$ cat src/rtl/user_pos_ctrl.sv
// Player sprite position controller: once per movement frame it proposes a step
// from the direction keys, queries the maze collision checker, and commits on a clear answer.
module user_pos_ctrl #(
    parameter int X_START     = 100,
    parameter int Y_START     = 100,
    parameter int STEP        = 4,
    parameter int FRAME_DIV   = 2,
    parameter int USER_W      = 100,
    parameter int USER_H      = 100,
    parameter int SCREEN_W    = 800,
    parameter int SCREEN_H    = 600,
    parameter int ACK_TIMEOUT = 15
) (
    input  logic        pclk,
    input  logic        rst,
    input  logic        vblank_in,
    input  logic        key_up,
    input  logic        key_down,
    input  logic        key_left,
    input  logic        key_right,
    input  logic        chk_ack,
    input  logic        chk_hit,
    output logic        chk_req,
    output logic [11:0] chk_x,
    output logic [11:0] chk_y,
    output logic [11:0] x_pos,
    output logic [11:0] y_pos,
    output logic        moved,
    output logic        busy
);

    localparam int FC_W = (FRAME_DIV > 1) ? $clog2(FRAME_DIV) : 1;
    localparam int TO_W = $clog2(ACK_TIMEOUT + 1);

    localparam logic [FC_W-1:0] FC_LAST = FC_W'(FRAME_DIV - 1);
    localparam logic [TO_W-1:0] TO_LAST = TO_W'(ACK_TIMEOUT - 1);
    localparam logic [12:0]     STEP_V  = 13'(STEP);
    localparam logic [12:0]     X_MAX   = 13'(SCREEN_W - USER_W);
    localparam logic [12:0]     Y_MAX   = 13'(SCREEN_H - USER_H);
    localparam logic [11:0]     X_RST   = 12'(X_START);
    localparam logic [11:0]     Y_RST   = 12'(Y_START);

    typedef enum logic [1:0] {
        S_IDLE   = 2'd0,
        S_DECIDE = 2'd1,
        S_CHECK  = 2'd2
    } state_t;

    state_t            state_q, state_d;
    logic              vblank_d_q, vblank_d_d;
    logic [FC_W-1:0]   frame_cnt_q, frame_cnt_d;
    logic [TO_W-1:0]   to_cnt_q, to_cnt_d;
    logic [11:0]       x_pos_q, x_pos_d;
    logic [11:0]       y_pos_q, y_pos_d;
    logic              chk_req_q, chk_req_d;
    logic [11:0]       chk_x_q, chk_x_d;
    logic [11:0]       chk_y_q, chk_y_d;
    logic              moved_q, moved_d;
    logic              busy_q, busy_d;

    logic              tick;
    logic              key_any;
    logic [12:0]       x_cur, y_cur;
    logic [12:0]       up_y, dn_y, lf_x, rt_x;
    logic [12:0]       cand_x, cand_y;

    assign tick    = vblank_in & ~vblank_d_q;
    assign key_any = key_up | key_down | key_left | key_right;
    assign x_cur   = {1'b0, x_pos_q};
    assign y_cur   = {1'b0, y_pos_q};

    // Saturating candidate for each direction; only one axis moves, chosen by key priority.
    always_comb begin
        up_y   = (y_cur < STEP_V) ? 13'd0 : (y_cur - STEP_V);
        dn_y   = ((y_cur + STEP_V) > Y_MAX) ? Y_MAX : (y_cur + STEP_V);
        lf_x   = (x_cur < STEP_V) ? 13'd0 : (x_cur - STEP_V);
        rt_x   = ((x_cur + STEP_V) > X_MAX) ? X_MAX : (x_cur + STEP_V);
        cand_x = x_cur;
        cand_y = y_cur;
        if (key_up) begin
            cand_y = up_y;
        end else if (key_down) begin
            cand_y = dn_y;
        end else if (key_left) begin
            cand_x = lf_x;
        end else if (key_right) begin
            cand_x = rt_x;
        end else begin
            cand_x = x_cur;
            cand_y = y_cur;
        end
    end

    // Next-state logic: frame divider, decide, collision handshake with timeout.
    always_comb begin
        state_d     = state_q;
        vblank_d_d  = vblank_in;
        frame_cnt_d = frame_cnt_q;
        to_cnt_d    = to_cnt_q;
        x_pos_d     = x_pos_q;
        y_pos_d     = y_pos_q;
        chk_req_d   = chk_req_q;
        chk_x_d     = chk_x_q;
        chk_y_d     = chk_y_q;
        moved_d     = 1'b0;
        case (state_q)
            S_IDLE: begin
                chk_req_d = 1'b0;
                if (tick) begin
                    if (frame_cnt_q == FC_LAST) begin
                        frame_cnt_d = {FC_W{1'b0}};
                        state_d     = S_DECIDE;
                    end else begin
                        frame_cnt_d = frame_cnt_q + FC_W'(1);
                    end
                end else begin
                    frame_cnt_d = frame_cnt_q;
                end
            end
            S_DECIDE: begin
                // Nothing pressed or pinned at the border: skip the query entirely.
                if (!key_any || ((cand_x == x_cur) && (cand_y == y_cur))) begin
                    state_d = S_IDLE;
                end else begin
                    chk_x_d   = cand_x[11:0];
                    chk_y_d   = cand_y[11:0];
                    chk_req_d = 1'b1;
                    to_cnt_d  = {TO_W{1'b0}};
                    state_d   = S_CHECK;
                end
            end
            S_CHECK: begin
                if (chk_ack) begin
                    chk_req_d = 1'b0;
                    state_d   = S_IDLE;
                    if (!chk_hit) begin
                        x_pos_d = chk_x_q;
                        y_pos_d = chk_y_q;
                        moved_d = 1'b1;
                    end else begin
                        x_pos_d = x_pos_q;
                        y_pos_d = y_pos_q;
                    end
                end else if (to_cnt_q == TO_LAST) begin
                    chk_req_d = 1'b0;
                    state_d   = S_IDLE;
                end else begin
                    to_cnt_d = to_cnt_q + TO_W'(1);
                end
            end
            default: begin
                chk_req_d = 1'b0;
                state_d   = S_IDLE;
            end
        endcase
        busy_d = (state_d != S_IDLE);
    end

    // State and output registers; reset asynchronously drops any query in flight.
    always_ff @(posedge pclk or posedge rst) begin
        if (rst) begin
            state_q     <= S_IDLE;
            vblank_d_q  <= 1'b0;
            frame_cnt_q <= {FC_W{1'b0}};
            to_cnt_q    <= {TO_W{1'b0}};
            x_pos_q     <= X_RST;
            y_pos_q     <= Y_RST;
            chk_req_q   <= 1'b0;
            chk_x_q     <= 12'd0;
            chk_y_q     <= 12'd0;
            moved_q     <= 1'b0;
            busy_q      <= 1'b0;
        end else begin
            state_q     <= state_d;
            vblank_d_q  <= vblank_d_d;
            frame_cnt_q <= frame_cnt_d;
            to_cnt_q    <= to_cnt_d;
            x_pos_q     <= x_pos_d;
            y_pos_q     <= y_pos_d;
            chk_req_q   <= chk_req_d;
            chk_x_q     <= chk_x_d;
            chk_y_q     <= chk_y_d;
            moved_q     <= moved_d;
            busy_q      <= busy_d;
        end
    end

    assign chk_req = chk_req_q;
    assign chk_x   = chk_x_q;
    assign chk_y   = chk_y_q;
    assign x_pos   = x_pos_q;
    assign y_pos   = y_pos_q;
    assign moved   = moved_q;
    assign busy    = busy_q;

endmodule

$ cat config.mk
export PLATFORM = sky130hd
export DESIGN_NAME = user_pos_ctrl
export DESIGN_NICKNAME = d
export VERILOG_FILES = /design/src/rtl/user_pos_ctrl.sv
export SDC_FILE = /design/constraint.sdc
export NUM_CORES = 1
export LEC_CHECK = 0
export CAP_MARGIN = 25
export CORE_MARGIN = 1.5
export CORE_UTILIZATION = 45
export DETAILED_ROUTE_END_ITERATION = 7
export PLACE_DENSITY = 0.68
export REMOVE_ABC_BUFFERS = 1
export SYNTH_ARGS = -nofsm -noshare
export SYNTH_HDL_FRONTEND = slang
export SYNTH_SLANG_ARGS = --single-unit
$ cat constraint.sdc
create_clock -name pclk -period 4.9 [get_ports pclk]
set_input_delay 0.98 -clock pclk [delete_from_list [all_inputs] [get_ports pclk]]
set_output_delay 0.98 -clock pclk [all_outputs]
set_load 0.01 [all_outputs]
# After elaboration in Yosys (flattened, before gate mapping)
# Cells that the tools add are included.
[totals]
output_inout_bits = 51
wordCells = 76
ff_bits = 59
in_bits = 9
[classes]
bitwise = 7
n_reduce_logical = 11
n_lt_le_gt_ge = 4
muxes = 28
eq_ne = 9
addsub = 6
[op_table]
columns = ["op", "n"]
rows = [
  ["$mux 13", 10],
  ["$add 12x3->13 const B", 2],
  ["$eq 13x12->1", 2],
  ["$sub 12x3->13 const B", 2],
  ["$lt 12x3->1 const B", 2],
  ["$gt 13x10->1 const B", 1],
  ["$gt 13x9->1 const B", 1],
  ["$mux 4", 3],
  ["$mux 2", 5],
  ["$pmux 4 s2", 1],
  ["$mux 1", 7],
  ["$ne 2x2->1 const B", 3],
  ["$pmux 2 s3", 1],
  ["$reduce_and 2->1", 3],
  ["$add 4x1->4 const B", 1],
  ["$eq 4x4->1 const B", 1],
  ["$reduce_and 4->1", 1],
  ["$reduce_bool 2->1", 2],
  ["$ne 3x3->1 const B", 1],
  ["$not 1->1", 3],
  ["$or 1x1->1", 3],
  ["$reduce_and 3->1", 1],
  ["$eq 2x1->1 const B", 1],
  ["$eq 2x2->1 const B", 1],
  ["7 further kinds", 7],
]

# Longest topological paths before layout
[logic_depth]
word_depth = 13
depth_mapped = 14
ltp_nobuf = 11

# Worst setup path after synthesis
# Ideal clock, no wire load.
[synth_path]
kind = "input -> register"
startpoint = "input port key_up"
endpoint = "register chk_x_q[2], in the netlist chk_x[2]"
setup_slack_ns = 1.274
required_time_ns = 4.775
path_buffers = 3
stages = 11
setup_time_ns = 0.125
t_arrival_ns = 3.501
cell_sequence = "clkbuf_1 > or2_2 > clkbuf_1 > a41oi_1 > nand2_1 > a311o_1 > o2111ai_1 > nor4b_4 > o211ai_4 > buf_6 > mux2_4"
[synth_via]
elab_chain_cells = 7
elab_cells_between_ends = 12
classes_between = "eq/ne: 2; mux: 2; bitwise: 4; reduce/logical: 4"
[synth_lines]
columns = ["item", "line_no", "rtl"]
rows = [
  ["start: declaration", "17", "input logic key_up,"],
  ["parallel branches: the longest is 7 deep, another holds $mux 13", "--", ""],
  ["end signal: assignment", "181", "chk_x_q <= chk_x_d;"],
  ["end: declaration", "56", "logic [11:0] chk_x_q, chk_x_d;"],
]
# Several ways; the timed one is not identified.
# A chain may end at the register's enable or synchronous reset.

# Worst setup path after layout
[layout_path]
startpoint = "register x_pos_q[3], in the netlist x_pos[3]"
endpoint = "register busy_q, in the netlist busy"
[layout_via]
elab_chain_cells = 13
elab_cells_between_ends = 16
classes_between = "add/sub: 2; order compare: 2; eq/ne: 1; mux: 8; reduce/logical: 3"
[layout_lines]
columns = ["item", "line_no", "rtl"]
rows = [
  ["start: declaration", "53", "logic [11:0] x_pos_q, x_pos_d;"],
  ["start signal: assignment", "178", "x_pos_q <= x_pos_d;"],
  ["$add 12x3->13", "77", "rt_x = ((x_cur + STEP_V) > X_MAX) ? X_MAX : (x_cur + STEP_V);"],
  ["$gt 13x10->1", "77", ""],
  ["$mux 13", "77", ""],
  ["$mux 13", "86", "end else if (key_right) begin"],
  ["$mux 13", "84", "end else if (key_left) begin"],
  ["$mux 13", "82", "end else if (key_down) begin"],
  ["$mux 13", "80", "if (key_up) begin"],
  ["$eq 13x12->1 *", "122", "if (!key_any || ((cand_x == x_cur) && (cand_y == y_cur))) begin"],
  ["$logic_and 1x1->1 *", "122", ""],
  ["$logic_or 1x1->1 *", "122", ""],
  ["$mux 2 *", "122", ""],
  ["$pmux 2 s3 *", "106", "case (state_q)"],
  ["$reduce_bool 2->1 *", "156", "busy_d = (state_d != S_IDLE);"],
  ["via busy_d", "59", "logic busy_q, busy_d;"],
  ["end signal: assignment", "184", "busy_q <= busy_d;"],
  ["end: declaration", "59", ""],
]
# The timed path passes the listed nets; every way through them passes the cells marked *.

==> reports/metrics.cfg <==
[yosys]
post-synth-top-count-cell=sky130_fd_sc_hd__dfrtp_1
register_area_share_after_synthesis_pct=32.87
synth-async-reset-ratio_pct=100.0
yosysTopAreaCell=sky130_fd_sc_hd__dfrtp_1
yosys-top-cells-count=sky130_fd_sc_hd__dfrtp_1 (53), sky130_fd_sc_hd__nand2_1 (45), sky130_fd_sc_hd__o21ai_0 (39), sky130_fd_sc_hd__nor2_1 (32), sky130_fd_sc_hd__clkbuf_1 (31)
synth_seq_cells=59
postSynthCellCount=508
yosys-top-cells-area=sky130_fd_sc_hd__dfrtp_1 (29%), sky130_fd_sc_hd__mux2_2 (5.2%), sky130_fd_sc_hd__o21ai_0 (4.3%)
post-synth-top-area-fraction_pct=29.38
ys_warn_count=0
syn_area_per_cell_um2=8.886
netlist_area_mm2=0.004514
post_synth_edffs=0
synthFlopType=sky130_fd_sc_hd__dfrtp_1
synth.distinct_cells=80

[floorplanning]
coreArea_mm2=0.009774
die_height_um=103.2
floorplan.die.width_um=103.2
placement_rows=36
initial_core_util_pct=46.19
die_area_mm2=0.01064
floorplan.io_pins=60

[power]
vdd_ir_drop_max_mv=0.2687
cellPowerDensity_mw_per_mm2=583.2
leakage_uw=0.002138

[cells_and_area]
filler_cell_count=913
net_count_of_the_finished_layout=570
syn_to_final_growth_pct=20.87
post_route_cells_drive_above_1_share_pct=17.03
num_antenna_cells=0
ff_latch_area_mm2=0.001484
multi_input_gate_area_mm2=0.002755

[setup_path]
critical-path-slowest-cell=sky130_fd_sc_hd__dfrtp_1
required_time_of_the_critical_path_ns=5.12
timing.reg2reg.setup_slack_ns=0.52
top_cell_family_by_delay_on_the_critical_path=compound AO/OA/AOI/OAI gates
reg2reg_to=busy$_DFF_PP0_
worst_path_buf_inv=2
cp_cell_sequence=inv_1 > ha_1 > a311oi_1 > nor3_1 > and3_1 > a2111oi_0 > a2bb2oi_1 > a311o_1 > o211ai_4 > buf_4 > or3_1
setup.worst_path.end_class=flop
worst-path-stages=11
worst-path-max-fanout=18
cp_data_arrival_time_ns=4.59
worstRegToRegCells=11
slowest_delay_ns=0.72
launching_point_of_the_worst_reg2reg_path=x_pos[3]$_DFFE_PP0P_
timing.setup.critical_path_class=reg2reg
startpoint_type=flop

[worst_hold_path]
hold_path_class=reg2reg
worstHoldStart=frame_cnt_q$_DFFE_PP0P_
count_of_cells_along_the_worst_hold_path=1
holdPathEnd=frame_cnt_q$_DFFE_PP0P_

[status]
status=finished, final reports clean

[sta]
final.setup.tns_ns=0
final_report_hold_violation_count=0
achievable-frequency_ghz=0.2285
postLayoutSetupSlackWorst_ns=0.5240
grt_setup_unrepaired=no
timing.final.crit_share_pct=89.31
timing.slew.headroom_pct=53.84
worst_clock_skew_ns=0.01443
worst_pin_slew_ns=0.6750
layout_min_cycle_time_ns=4.376
final-max-slew-violation-count=0
report.final.setup_viol=0

[clocking]
cts_buffer_depth=2
clock_tree.root_cell=sky130_fd_sc_hd__clkbuf_8
cts_inserted_buffers=9
total_clock_sinks=59
post_cts.repair.setup_buffers=0
tritoncts=built
hold_buffers=0
clkLatencyLatePin_ns=0.34
cts.repair.resized=0
clk_pin_slew_worst_paths_ns=0.07
htreeDepth=3

[place]
gpl_wtd_cong=0.9226
detailedPlace.worstSlack_ns=0.6724
place.detailed.hpwl_mm=9.628
portBuffers=59

[detailed_routing]
wl_per_cell_um=19.85
detail_route.drc_violations=0
drt_pass1_iterations=4
ant_nets=0
dr.first_iter.drc_count=213
via_per_inst=6.229
routed_wire_length_mm=13.72
vias=4304

[flow_run]
cap_violations=0

[global_route]
grt_pass1_wl_mm=22.51
grt_start_max_net_pins=36
initial_antenna_violation_count=0
grtUsageTotal_pct=27.60
number_of_global_route_vias_before_repair=4174
overflow=0

==> metal layers <==
metal | up-vias | GRT usage, % | part of all wire [%] | routed length [um]
met4 | 0 | 10.81 | 2.8 | 378
li1 | 1984 | - | - | -
met3 | 35 | 5.695 | 7.6 | 1037
met5 | - | 0 | 0 | 0
met1 | 2074 | 37.29 | 43 | 5834
met2 | 211 | 43.52 | 47 | 6465
==> cell families after synthesis <==
family,synth area share [%]
adder cells (fa/ha/maj),2.217
AND/OR/NAND/NOR,23.50
XOR/XNOR,1.940
AO/OA/AOI/OAI,22.37
buffers and inverters,6.208
flip-flops,32.87
multiplexers,10.89
==> cell usage in the layout, fill, tap and decap left out, types with 7 or more instances in the layout <==
master,n
sky130_fd_sc_hd__clkdlybuf4s50_1,59
sky130_fd_sc_hd__a21oi_1,18
sky130_fd_sc_hd__mux2_2,21
sky130_fd_sc_hd__nand2b_1,9
sky130_fd_sc_hd__nor2_1,32
sky130_fd_sc_hd__buf_4,19
sky130_fd_sc_hd__inv_1,19
sky130_fd_sc_hd__o21ai_0,39
sky130_fd_sc_hd__ha_1,8
sky130_fd_sc_hd__mux2_4,13
sky130_fd_sc_hd__a221oi_1,7
sky130_fd_sc_hd__nor3_1,18
sky130_fd_sc_hd__dfrtp_1,53
sky130_fd_sc_hd__nand3_1,13
sky130_fd_sc_hd__or3_1,10
sky130_fd_sc_hd__xnor2_1,7
sky130_fd_sc_hd__clkbuf_8,10
sky130_fd_sc_hd__nand2_1,45
sky130_fd_sc_hd__nand4_1,11
sky130_fd_sc_hd__a31oi_1,9
==> registers in the layout, indices dropped and copies added (netlist names) <==
name         flops
chk_y           12
frame_cnt_q      1
moved            1
chk_req          1
vblank_d_q       1
chk_x           12
state_q          2
busy             1
y_pos           12
x_pos           12
to_cnt_q         4
==> per-stage QoR <==
| step | power (uW) | hold WS, ns | utilization [%] | area (um^2) | cells |
|---|---|---|---|---|---|
| after floorplan | 1941 | 0.4336 | - | 4309 | 464 |
| after global placement | 2593 | 0.4496 | 53.34 | 5214 | 675 |
| after detailed placement | 2599 | 0.4514 | 53.34 | 5214 | 675 |
| after CTS | 3175 | 0.4620 | 55.82 | 5456 | 691 |
| after global routing | 3394 | 0.4935 | 55.82 | 5456 | 691 |
| final | 3182 | 0.4558 | 55.82 | 5456 | 691 |
==> worst max-delay path by stage <==
stage                                    start               endpoint  slack (ns)
after floorplan                         key_up  chk_x[10]$_DFFE_PP0P_        1.20
after detailed placement                key_up         busy$_DFF_PP0_        0.67
after global routing      x_pos[3]$_DFFE_PP0P_         busy$_DFF_PP0_        0.38
after global placement    x_pos[3]$_DFFE_PP0P_         busy$_DFF_PP0_        0.54
final                     x_pos[3]$_DFFE_PP0P_         busy$_DFF_PP0_        0.52
after CTS                 x_pos[3]$_DFFE_PP0P_         busy$_DFF_PP0_        0.71
==> area by class of cell <==
class | instances | area share (%)
multi-input cells | 385 | 50.49
flip-flops and latches | 59 | 27.20
clock inverters | 4 | 1.789
repair buffers | 78 | 13.44
inverters | 20 | 1.376
well taps | 133 | 3.050
clock buffers | 12 | 2.660
==> power by group <==
part	internal [uW]	leakage (uW)	switching [uW]
clock	353	0.000117	207
combinational	797	0.00127	788
sequential	665	0.000753	373
total	1810	0.00214	1370
Power figures use the tool's default switching activity.
